===== config.mk =====
export PLATFORM = sky130hd
export DESIGN_NAME = route_sequencer
export DESIGN_NICKNAME = d
export VERILOG_FILES = /design/src/rtl/route_sequencer.sv
export SDC_FILE = /design/constraint.sdc
export NUM_CORES = 1
export LEC_CHECK = 0
export CORE_ASPECT_RATIO = 0.5
export CORE_MARGIN = 2
export CORE_UTILIZATION = 40
export DETAILED_ROUTE_END_ITERATION = 6
export HOLD_SLACK_MARGIN = 0.1
export SLEW_MARGIN = 40
export SYNTH_ARGS = -nofsm -noshare
export SYNTH_HDL_FRONTEND = slang
export SYNTH_SLANG_ARGS = --single-unit

===== constraint.sdc =====
create_clock -name clk -period 4.2 [get_ports clk]
set_input_delay 0.84 -clock clk [delete_from_list [all_inputs] [get_ports clk]]
set_output_delay 0.84 -clock clk [all_outputs]
set_load 0.03 [all_outputs]

===== src/rtl/route_sequencer.sv =====
`default_nettype none
// ============================================================================
//  Module   : route_sequencer
//  Brief    : Route command queue and sequencer. Drives the car forward
//             between junctions and, at each junction, passes straight,
//             requests a left/right turn from the turn blocks, or stops.
//             Owns the per-leg timeout and the sticky error flag.
//  Revision : 1.0  initial release
// ============================================================================
module route_sequencer #(
  parameter int DEPTH   = 8,
  parameter int TIMEOUT = 100_000_000
) (
  input  logic                     clk,
  input  logic                     rst,
  input  logic                     cmd_wr,
  input  logic [3:0]               cmd_in,
  input  logic                     start,
  input  logic [2:0]               detect,
  input  logic                     doneL,
  input  logic                     doneR,
  input  logic                     err_in,
  output logic                     enL,
  output logic                     enR,
  output logic [1:0]               count,
  output logic [1:0]               motor,
  output logic                     busy,
  output logic                     finished,
  output logic                     error,
  output logic [$clog2(DEPTH):0]   level
);

  localparam int PTR_W = $clog2(DEPTH);
  localparam int LVL_W = PTR_W + 1;
  localparam int LEG_W = (TIMEOUT > 1) ? $clog2(TIMEOUT) : 1;

  localparam logic [LVL_W-1:0] LVL_FULL = LVL_W'(DEPTH);
  localparam logic [LEG_W-1:0] LEG_LAST = LEG_W'(TIMEOUT - 1);

  localparam logic [1:0] DIR_STRAIGHT = 2'b00;
  localparam logic [1:0] DIR_LEFT     = 2'b01;
  localparam logic [1:0] DIR_RIGHT    = 2'b10;

  localparam logic [1:0] MOTOR_STOP  = 2'b00;
  localparam logic [1:0] MOTOR_FWD   = 2'b01;
  localparam logic [1:0] MOTOR_LEFT  = 2'b10;
  localparam logic [1:0] MOTOR_RIGHT = 2'b11;

  typedef enum logic [2:0] {
    S_IDLE   = 3'd0,
    S_FWD    = 3'd1,
    S_PASS   = 3'd2,
    S_TURN   = 3'd3,
    S_SETTLE = 3'd4,
    S_NEXT   = 3'd5,
    S_DONE   = 3'd6,
    S_ERROR  = 3'd7
  } state_t;

  state_t             state_q, state_d;
  logic               jprev_q, jprev_d;
  logic [LEG_W-1:0]   leg_q, leg_d;
  logic [PTR_W-1:0]   wr_ptr_q, wr_ptr_d;
  logic [PTR_W-1:0]   rd_ptr_q, rd_ptr_d;
  logic [LVL_W-1:0]   level_q, level_d;
  logic [1:0]         motor_q, motor_d;
  logic [1:0]         count_q, count_d;
  logic               enl_q, enl_d;
  logic               enr_q, enr_d;
  logic               busy_q, busy_d;
  logic               finished_q, finished_d;
  logic               error_q, error_d;

  logic [3:0]         mem_q [DEPTH];

  logic               junction;
  logic               junction_edge;
  logic [3:0]         head;
  logic [1:0]         head_dir;
  logic [1:0]         head_cnt;
  logic               leg_expired;
  logic               turn_done;
  logic               do_write;
  logic               do_pop;
  logic               flush;

  assign junction      = (detect == 3'b111);
  assign junction_edge = junction && !jprev_q;
  assign head          = mem_q[rd_ptr_q];
  assign head_dir      = head[3:2];
  assign head_cnt      = head[1:0];
  assign leg_expired   = (leg_q == LEG_LAST);
  assign turn_done     = ((head_dir == DIR_LEFT) && doneL) ||
                         ((head_dir == DIR_RIGHT) && doneR);
  assign do_write      = cmd_wr && (state_q == S_IDLE) && (level_q < LVL_FULL);

  // Next-state decision: route sequencing, pops and error entry
  always_comb begin
    state_d = state_q;
    do_pop  = 1'b0;
    flush   = 1'b0;
    case (state_q)
      S_IDLE: begin
        if (start && (level_q != '0)) state_d = S_FWD;
      end
      S_FWD: begin
        if (leg_expired) begin
          state_d = S_ERROR;
        end else if (junction_edge) begin
          case (head_dir)
            DIR_STRAIGHT: state_d = S_PASS;
            DIR_LEFT,
            DIR_RIGHT:    state_d = S_TURN;
            default: begin
              do_pop  = 1'b1;
              state_d = S_DONE;
            end
          endcase
        end
      end
      S_PASS: begin
        // Wait for the car to leave the junction before retiring the entry
        if (!junction) begin
          do_pop  = 1'b1;
          state_d = S_NEXT;
        end
      end
      S_TURN: begin
        if (err_in)           state_d = S_ERROR;
        else if (turn_done)   state_d = S_SETTLE;
        else if (leg_expired) state_d = S_ERROR;
      end
      S_SETTLE: begin
        do_pop  = 1'b1;
        state_d = S_NEXT;
      end
      S_NEXT: begin
        state_d = (level_q == '0) ? S_DONE : S_FWD;
      end
      S_DONE: begin
        state_d = S_IDLE;
      end
      S_ERROR: begin
        if (start) begin
          flush   = 1'b1;
          state_d = S_IDLE;
        end
      end
      default: state_d = S_IDLE;
    endcase
  end

  // Queue bookkeeping; writes happen only in IDLE and pops never do
  always_comb begin
    wr_ptr_d = wr_ptr_q;
    rd_ptr_d = rd_ptr_q;
    level_d  = level_q;
    if (flush) begin
      wr_ptr_d = '0;
      rd_ptr_d = '0;
      level_d  = '0;
    end else if (do_write) begin
      wr_ptr_d = wr_ptr_q + 1'b1;
      level_d  = level_q + 1'b1;
    end else if (do_pop) begin
      rd_ptr_d = rd_ptr_q + 1'b1;
      level_d  = level_q - 1'b1;
    end
  end

  // Leg timer restarts on every state change and runs in FWD and TURN
  always_comb begin
    jprev_d = junction;
    if (state_d != state_q) begin
      leg_d = '0;
    end else if ((state_q == S_FWD) || (state_q == S_TURN)) begin
      leg_d = leg_q + 1'b1;
    end else begin
      leg_d = leg_q;
    end
  end

  // Outputs decoded from the next state so they line up with it once registered
  always_comb begin
    motor_d    = MOTOR_STOP;
    enl_d      = 1'b0;
    enr_d      = 1'b0;
    busy_d     = 1'b0;
    finished_d = 1'b0;
    error_d    = 1'b0;
    count_d    = count_q;
    case (state_d)
      S_FWD, S_PASS, S_SETTLE, S_NEXT: begin
        motor_d = MOTOR_FWD;
        busy_d  = 1'b1;
      end
      S_TURN: begin
        busy_d  = 1'b1;
        count_d = head_cnt;
        if (head_dir == DIR_LEFT) begin
          enl_d   = 1'b1;
          motor_d = MOTOR_LEFT;
        end else begin
          enr_d   = 1'b1;
          motor_d = MOTOR_RIGHT;
        end
      end
      S_DONE: begin
        busy_d     = 1'b1;
        finished_d = 1'b1;
      end
      S_ERROR: begin
        error_d = 1'b1;
      end
      default: ;
    endcase
  end

  // State, queue pointers, leg timer and registered outputs
  always_ff @(posedge clk or negedge rst) begin
    if (!rst) begin
      state_q    <= S_IDLE;
      jprev_q    <= 1'b0;
      leg_q      <= '0;
      wr_ptr_q   <= '0;
      rd_ptr_q   <= '0;
      level_q    <= '0;
      motor_q    <= MOTOR_STOP;
      count_q    <= 2'b00;
      enl_q      <= 1'b0;
      enr_q      <= 1'b0;
      busy_q     <= 1'b0;
      finished_q <= 1'b0;
      error_q    <= 1'b0;
    end else begin
      state_q    <= state_d;
      jprev_q    <= jprev_d;
      leg_q      <= leg_d;
      wr_ptr_q   <= wr_ptr_d;
      rd_ptr_q   <= rd_ptr_d;
      level_q    <= level_d;
      motor_q    <= motor_d;
      count_q    <= count_d;
      enl_q      <= enl_d;
      enr_q      <= enr_d;
      busy_q     <= busy_d;
      finished_q <= finished_d;
      error_q    <= error_d;
    end
  end

  // Command storage; contents are only meaningful below the level count
  always_ff @(posedge clk) begin
    if (do_write) mem_q[wr_ptr_q] <= cmd_in;
  end

  assign motor    = motor_q;
  assign count    = count_q;
  assign enL      = enl_q;
  assign enR      = enr_q;
  assign busy     = busy_q;
  assign finished = finished_q;
  assign error    = error_q;
  assign level    = level_q;

endmodule
`default_nettype wire


==> parameters.txt, run 1 <==
Parameter                              Value

Run status
  Status    finished, final reports clean

Synthesis
  Synth Flop Type    sky130_fd_sc_hd__dfrtp_1
  Synth Cell Area    3940 sq um
  Post-synthesis sequential element count    82
  Yosys top cell by area    sky130_fd_sc_hd__dfrtp_1
  Syn_nets    358
  Top cell type's share of synthesized area    31.7%
  Number of library cell types mapped by synthesis    48
  Async SR Flop Fraction    61.0%
  Synthesized instance count    335
  Portion of the post-synthesis area used by sequential elements    56.1%
  Number of synthesized flops with an enable pin    32
  Leading post-synthesis cells by cell area    sky130_fd_sc_hd__dfrtp_1 32%, sky130_fd_sc_hd__edfxtp_1 24%, sky130_fd_sc_hd__mux4_2 4.6%
  Avg Inst Size Synth    11.8 sq um
  Synthesis warning total    0

GRT
  Maximum number of pins on one net before global-route repair    51
  Vias in the first global route    2524
  First-pass GRT wire length    12300 microns
  Overall global routing resource usage    15.5%
  Number of antenna violations at the first check in global routing    0
  Residual overflow from global routing    0

Timing
  Measured slew at the worst slew-check pin    0.683 ns
  Final period utilization    85.6%
  TNS Setup    0 ns
  Number of failing setup endpoints in the final timing report    0
  Relative slew slack    54.1%
  Time the worst path needs with I/O delays and setup    3.59 ns
  Hold Vio Cnt, Final    0
  Max-slew violation total from the final report    0
  Max Fclk    278 MHz
  RSZ-0062 raised after global routing    false
  Final Skew    0.0118 ns

Placed design
  Placed Instances    485
  Post-detailed-placement half-perimeter wirelength    5220 microns
  Post-detailed-placement cell area    4310 sq um
  Last weighted congestion value of the routability-driven placer    0.847
  Buffers on Ports    26

Routing
  Number of iterations in the first detailed-routing pass    4
  First DRT Iteration DRCs    217
  Average wire length per cell after detail routing    14.8 microns
  Drt drc    0
  ANT nets after route    0
  Detailed-route wire length    7420 microns
  Detail-routed via count per cell    5.10
  Number of vias in the routed layout    2555

Layout
  Number of diodes added for antenna fixing    0
  Area growth from synthesis to layout    17.0%
  Share of cells above drive strength 1    10.9%
  Net count reported at finish    384
  Final Non-Filler Cells    501
  Non-Filler Cell Area, Final    4610 sq um

Power
  VDD IR max    0.280 mV
  Static Leakage    1.86 nW
  Total power divided by cell area    608 nW/um^2
  Total power    0.00280 W

Floorplanning
  Floorplan die area    10700 sq um
  Effective utilization at floorplan    41.5%
  Core Box Area    9510 sq um
  Die Y    74.2 microns
  I/O pins    27
  Number of rows created at floorplan    25
  Die Wd    144 microns

Critical path
  Largest incremental delay on the critical path    0.70 ns
  Crit-path max FO    11
  Critical path required time    4.43 ns
  Critical Path End Type    flop
  Critical Path, Cell by Cell    mux4_2 -> mux2i_1 -> inv_1 -> ha_1 -> a22oi_1 -> a221o_1 -> nand2_1 -> a211o_1 -> a21o_1 -> nor2_4 -> mux2_4
  Critical Path Source Type    flop
  Critical Path Slowest Stage Cell    sky130_fd_sc_hd__dfrtp_1
  Data arrival time of the worst path    3.82 ns
  Critical path class    reg2reg

Clock tree
  TritonCTS clock tree    done
  Quantity of hold-fixing buffers added after cts    0
  Clock latency of the later-clocked register in the worst-skew pair    0.34 ns
  Clock transition at the register clock pins on the worst setup and hold paths after CTS    0.06 ns
  Buffers inserted by post-CTS timing repair    0
  Number of buffers on the longest clock path    2
  CTS-repair resized insts    0
  H-tree levels    3
  Num Clock Sinks    82
  Clk Tree Root Cell    sky130_fd_sc_hd__clkbuf_16
  Number of buffers inserted during clock tree synthesis    9

Min path
  Hold WC Path Type    reg2reg

Run
  Max-cap viol count    0
-- Yosys cell counts (3+ instances only) --
master / number
sky130_fd_sc_hd__mux2_2: 3
sky130_fd_sc_hd__dfrtp_1: 50
sky130_fd_sc_hd__nor3_1: 12
sky130_fd_sc_hd__xor2_1: 18
sky130_fd_sc_hd__edfxtp_1: 32
sky130_fd_sc_hd__a21o_1: 5
sky130_fd_sc_hd__o22ai_1: 3
sky130_fd_sc_hd__ha_1: 8
sky130_fd_sc_hd__a22oi_1: 3
sky130_fd_sc_hd__and2_1: 3
sky130_fd_sc_hd__xnor2_1: 12
sky130_fd_sc_hd__nor2b_1: 5
sky130_fd_sc_hd__o21ai_0: 4
sky130_fd_sc_hd__inv_1: 8
sky130_fd_sc_hd__mux2i_1: 5
sky130_fd_sc_hd__nor2_1: 47
sky130_fd_sc_hd__a21oi_1: 7
sky130_fd_sc_hd__buf_6: 3
sky130_fd_sc_hd__nand3_1: 8
sky130_fd_sc_hd__nand2_1: 34
sky130_fd_sc_hd__clkbuf_1: 9
sky130_fd_sc_hd__mux4_2: 8
sky130_fd_sc_hd__nand2b_1: 5
sky130_fd_sc_hd__nand4_1: 8
sky130_fd_sc_hd__and3_1: 6
-- sequential cells by signal, summed over array words and instances (netlist names) --
| signal | flops |
|---|---|
| jprev_q | 1 |
| level | 4 |
| wr_ptr_q | 3 |
| mem_q | 32 |
| enL | 1 |
| enR | 1 |
| leg_q | 27 |
| state_q | 3 |
| busy | 1 |
| count | 2 |
| finished | 1 |
| rd_ptr_q | 3 |
| error | 1 |
| motor | 2 |
-- per-stage QoR --
step | setup slack, ns | hold WS [ns] | util (%)
2_1_floorplan | 0.864 | 0.497 | -
3_3_place_gp | 0.809 | 0.510 | 45.3
3_5_place_dp | 0.671 | 0.509 | 45.3
4_1_cts | 0.597 | 0.534 | 48.5
5_1_grt | 0.383 | 0.557 | 48.5
6_report | 0.605 | 0.530 | 48.5
-- power breakdown --
group / switching (W) / internal [W]
sequential: 0.000161 / 0.000934
combinational: 0.000505 / 0.000412
clock: 0.000326 / 0.000464
-- logic make-up after synthesis --
logic type      after synthesis  synth area share [%]
xor+xnor                     30                  6.66
simple gates                140                  18.0
buf+inv                      21                  2.60
flops                        82                  56.1
fa+ha+maj                     9                  3.05
mux                          18                  7.46
compound gates               35                  6.16
-- path summary, 6_finish.rpt --
kind,slack [ns],depth (start not counted),from,to
worst max-delay path,0.61,11,rd_ptr_q[0],count[1]
worst min-delay path,0.53,1,count[1],count[1]
worst min register to register,0.53,1,count[1],count[1]
max in group asynchronous,3.16,2,rst,leg_q[7]
min in group asynchronous,0.59,2,rst,wr_ptr_q[1]
worst max register to register,0.61,11,rd_ptr_q[0],count[1]
-- cells in the final DEF (no fill, tap or decap), drive strengths merged, types with 6 or more instances in the layout --
| master | count |
|---|---|
| a21oi | 7 |
| and3 | 6 |
| clkbuf | 9 |
| clkdlybuf4s50 | 25 |
| dfrtp | 50 |
| edfxtp | 32 |
| ha | 8 |
| inv | 10 |
| mux4 | 8 |
| nand2 | 34 |
| nand3 | 8 |
| nand4 | 8 |
| nor2 | 48 |
| nor3 | 12 |
| xnor2 | 12 |
| xor2 | 18 |
-- layout make-up --
class                      instances  area, sq um
clock inverter                     7         76.3
fill                             861         4900
timing repair buffer              28          270
tap                              135          169
sequential                        82         2210
inverter                           8         30.0
multi-input combinational        232         1630
clock buffer                       9          225
-- worst max-delay path: cells and delay by family (launching register included) --
family / cells / cell delay [ns]
AOI/OAI and AO/OA: 4 / 1.10
adders and majority gates: 1 / 0.25
buffers and inverters: 1 / 0.10
DFF: 1 / 0.70
muxes: 3 / 1.12
and+or+nand+nor: 2 / 0.20
-- metal layers --
layer	up-vias	global-route usage (%)	share of wire, %
li1	1238	-	-
met1	1250	19.1	44
met2	56	25.8	50
met3	11	5.54	4.2
met4	0	5.50	2.0
met5	-	0	0
Note: power is estimated with default switching activity, not from simulation.
==> inputs of run 2 (changes only) <==
--- a/config.mk
+++ b/config.mk
@@ -8,9 +8,11 @@
 export CORE_ASPECT_RATIO = 0.5
 export CORE_MARGIN = 2
 export CORE_UTILIZATION = 40
+export CTS_CLUSTER_SIZE = 14
 export DETAILED_ROUTE_END_ITERATION = 6
 export HOLD_SLACK_MARGIN = 0.1
 export SLEW_MARGIN = 40
 export SYNTH_ARGS = -nofsm -noshare
 export SYNTH_HDL_FRONTEND = slang
 export SYNTH_SLANG_ARGS = --single-unit
+export TNS_END_PERCENT = 5
==> results of run 2 <==
Final layout, timing and power as in run 1 (identical DEF).
==> inputs of run 3 (changes only) <==
--- a/config.mk
+++ b/config.mk
@@ -11,7 +11,6 @@
 export CTS_CLUSTER_SIZE = 14
 export DETAILED_ROUTE_END_ITERATION = 6
 export HOLD_SLACK_MARGIN = 0.1
-export SLEW_MARGIN = 40
 export SYNTH_ARGS = -nofsm -noshare
 export SYNTH_HDL_FRONTEND = slang
 export SYNTH_SLANG_ARGS = --single-unit
==> run 3 against run 2 <==
- first-iteration DRC count decreased by 6.9%
- largest power group unchanged
- clock skew decreased by 0.00075 ns
- sequential share of layout area about the same
- critical path depth unchanged
==> parameters.txt, run 3 (synthesis gave the netlist of run 1 again) <==
Parameter                              Value

Power
  Total power    0.00280 W
  Static Leakage    1.86 nW
  VDD IR max    0.281 mV
  Total power divided by cell area    607 nW/um^2

Timing
  TNS Setup    0 ns
  RSZ-0062 raised after global routing    false
  Number of failing setup endpoints in the final timing report    0
  Max-slew violation total from the final report    0
  Max Fclk    279 MHz
  Relative slew slack    40.5%
  Worst hold margin    0.530 ns
  Measured slew at the worst slew-check pin    0.893 ns
  Post-route worst setup slack    0.621 ns
  Hold Vio Cnt, Final    0
  Time the worst path needs with I/O delays and setup    3.58 ns
  Final Skew    0.0111 ns
  Final period utilization    85.2%

Critical path
  Reg-to-reg critical path startpoint    rd_ptr_q[0]
  Critical Path Source Type    flop
  Critical Path End Type    flop
  Critical Path Slowest Stage Cell    sky130_fd_sc_hd__dfrtp_1
  Critical Path, Cell by Cell    mux4_2 -> mux2i_1 -> inv_1 -> ha_1 -> a22oi_1 -> a221o_1 -> nand2_1 -> a211o_1 -> a21o_1 -> nor2_4 -> mux2_4
  Critical Path Start    rd_ptr_q[0]
  Data arrival time of the worst path    3.81 ns
  Critical path required time    4.43 ns
  Largest incremental delay on the critical path    0.70 ns
  Crit-path max FO    11
  Critical path class    reg2reg

Layout
  Net count reported at finish    384
  Share of cells above drive strength 1    10.7%
  Register with the most flip-flops    mem_q
  Flip-flop count of the largest register, all copies and words added    32
  Area growth from synthesis to layout    16.9%
  Number of diodes added for antenna fixing    0
  Commonest non-fill, non-tap cells in the layout    50 x sky130_fd_sc_hd__dfrtp_1, 47 x sky130_fd_sc_hd__nor2_1, 34 x sky130_fd_sc_hd__nand2_1
  Non-Filler Cell Area, Final    4610 sq um
  Most common library cell in the layout ignoring fill and taps    sky130_fd_sc_hd__dfrtp_1

Min path
  Hold WC Path Type    reg2reg
  Startpoint of the worst hold path    count[1]

Floorplanning
  Number of rows created at floorplan    25
  Effective utilization at floorplan    41.5%
  Floorplan die area    10700 sq um
  Die Y    74.2 microns
  Die Wd    144 microns
  I/O pins    27
  Core Box Area    9510 sq um

Clock tree
  Clock transition at the register clock pins on the worst setup and hold paths after CTS    0.06 ns
  Clk Tree Root Cell    sky130_fd_sc_hd__clkbuf_16
  TritonCTS clock tree    done
  Buffers inserted by post-CTS timing repair    0
  Num Clock Sinks    82
  H-tree levels    3
  Number of buffers inserted during clock tree synthesis    9
  Clock latency of the later-clocked register in the worst-skew pair    0.35 ns
  Number of buffers on the longest clock path    2
  CTS-repair resized insts    0
  Quantity of hold-fixing buffers added after cts    0

Placed design
  Buffers on Ports    26
  Last weighted congestion value of the routability-driven placer    0.847
  Worst slack at placement    0.671 ns
  Post-detailed-placement cell area    4310 sq um
  Post-detailed-placement half-perimeter wirelength    5220 microns

Run
  Max-cap viol count    0

GRT
  Vias in the first global route    2524
  First-pass GRT wire length    12300 microns
  Number of antenna violations at the first check in global routing    0
  Residual overflow from global routing    0
  Overall global routing resource usage    15.5%
  Maximum number of pins on one net before global-route repair    51

Routing
  Number of iterations in the first detailed-routing pass    5
  Drt drc    0
  Number of vias in the routed layout    2560
  First DRT Iteration DRCs    202
  ANT nets after route    0
  Detail-routed via count per cell    5.11
  Detailed-route wire length    7440 microns
  Average wire length per cell after detail routing    14.8 microns

Run status
  Status    finished, final reports clean
-- run 3: cell types whose count changed in the layout (fill, tap and decap cells not counted) --
cell,delta
sky130_fd_sc_hd__a211o_1,+1
sky130_fd_sc_hd__a211o_2,-1
-- run 3: worst max-delay path: cells and delay by family (launching register included) --
family / cells / cell delay [ns]
DFF: 1 / 0.70
muxes: 3 / 1.11
AOI/OAI and AO/OA: 4 / 1.09
and+or+nand+nor: 2 / 0.20
buffers and inverters: 1 / 0.10
adders and majority gates: 1 / 0.25
-- run 3: metrics by stage --
step	instances	utilization [%]
5_1_grt	501	48.5
2_1_floorplan	335	-
3_3_place_gp	485	45.3
6_report	501	48.5
3_5_place_dp	485	45.3
4_1_cts	501	48.5
-- run 3: path summary, 6_finish.rpt --
check,endpoint,slack [ns],depth (start not counted)
setup reg to reg,count[1],0.62,11
setup / recovery,count[1],0.62,11
min in group asynchronous,level[2],0.59,2
max in group asynchronous,leg_q[7],3.15,2
hold reg to reg,count[1],0.53,1
hold / removal,count[1],0.53,1
-- run 3: routing by layer --
metal | up-vias | part of all wire (%) | GRT usage (%)
met5 | - | 0 | 0
li1 | 1241 | - | -
met4 | 0 | 2.3 | 5.50
met2 | 40 | 50 | 25.8
met1 | 1265 | 45 | 19.1
met3 | 14 | 3.1 | 5.54
-- run 3: area by class of cell --
| class | instances | area, sq um |
|---|---|---|
| multi-input cells | 232 | 1630 |
| repair buffers | 28 | 270 |
| clock inverters | 7 | 76.3 |
| well taps | 135 | 169 |
| fillers | 861 | 4900 |
| flip-flops and latches | 82 | 2210 |
| clock buffers | 9 | 225 |
| inverters | 8 | 30.0 |
-- run 3: power by group --
part	internal [W]	total [W]	switching, W
Sequential	0.000934	0.00110	0.000162
Combinational	0.000409	0.000913	0.000504
Clock	0.000464	0.000790	0.000326
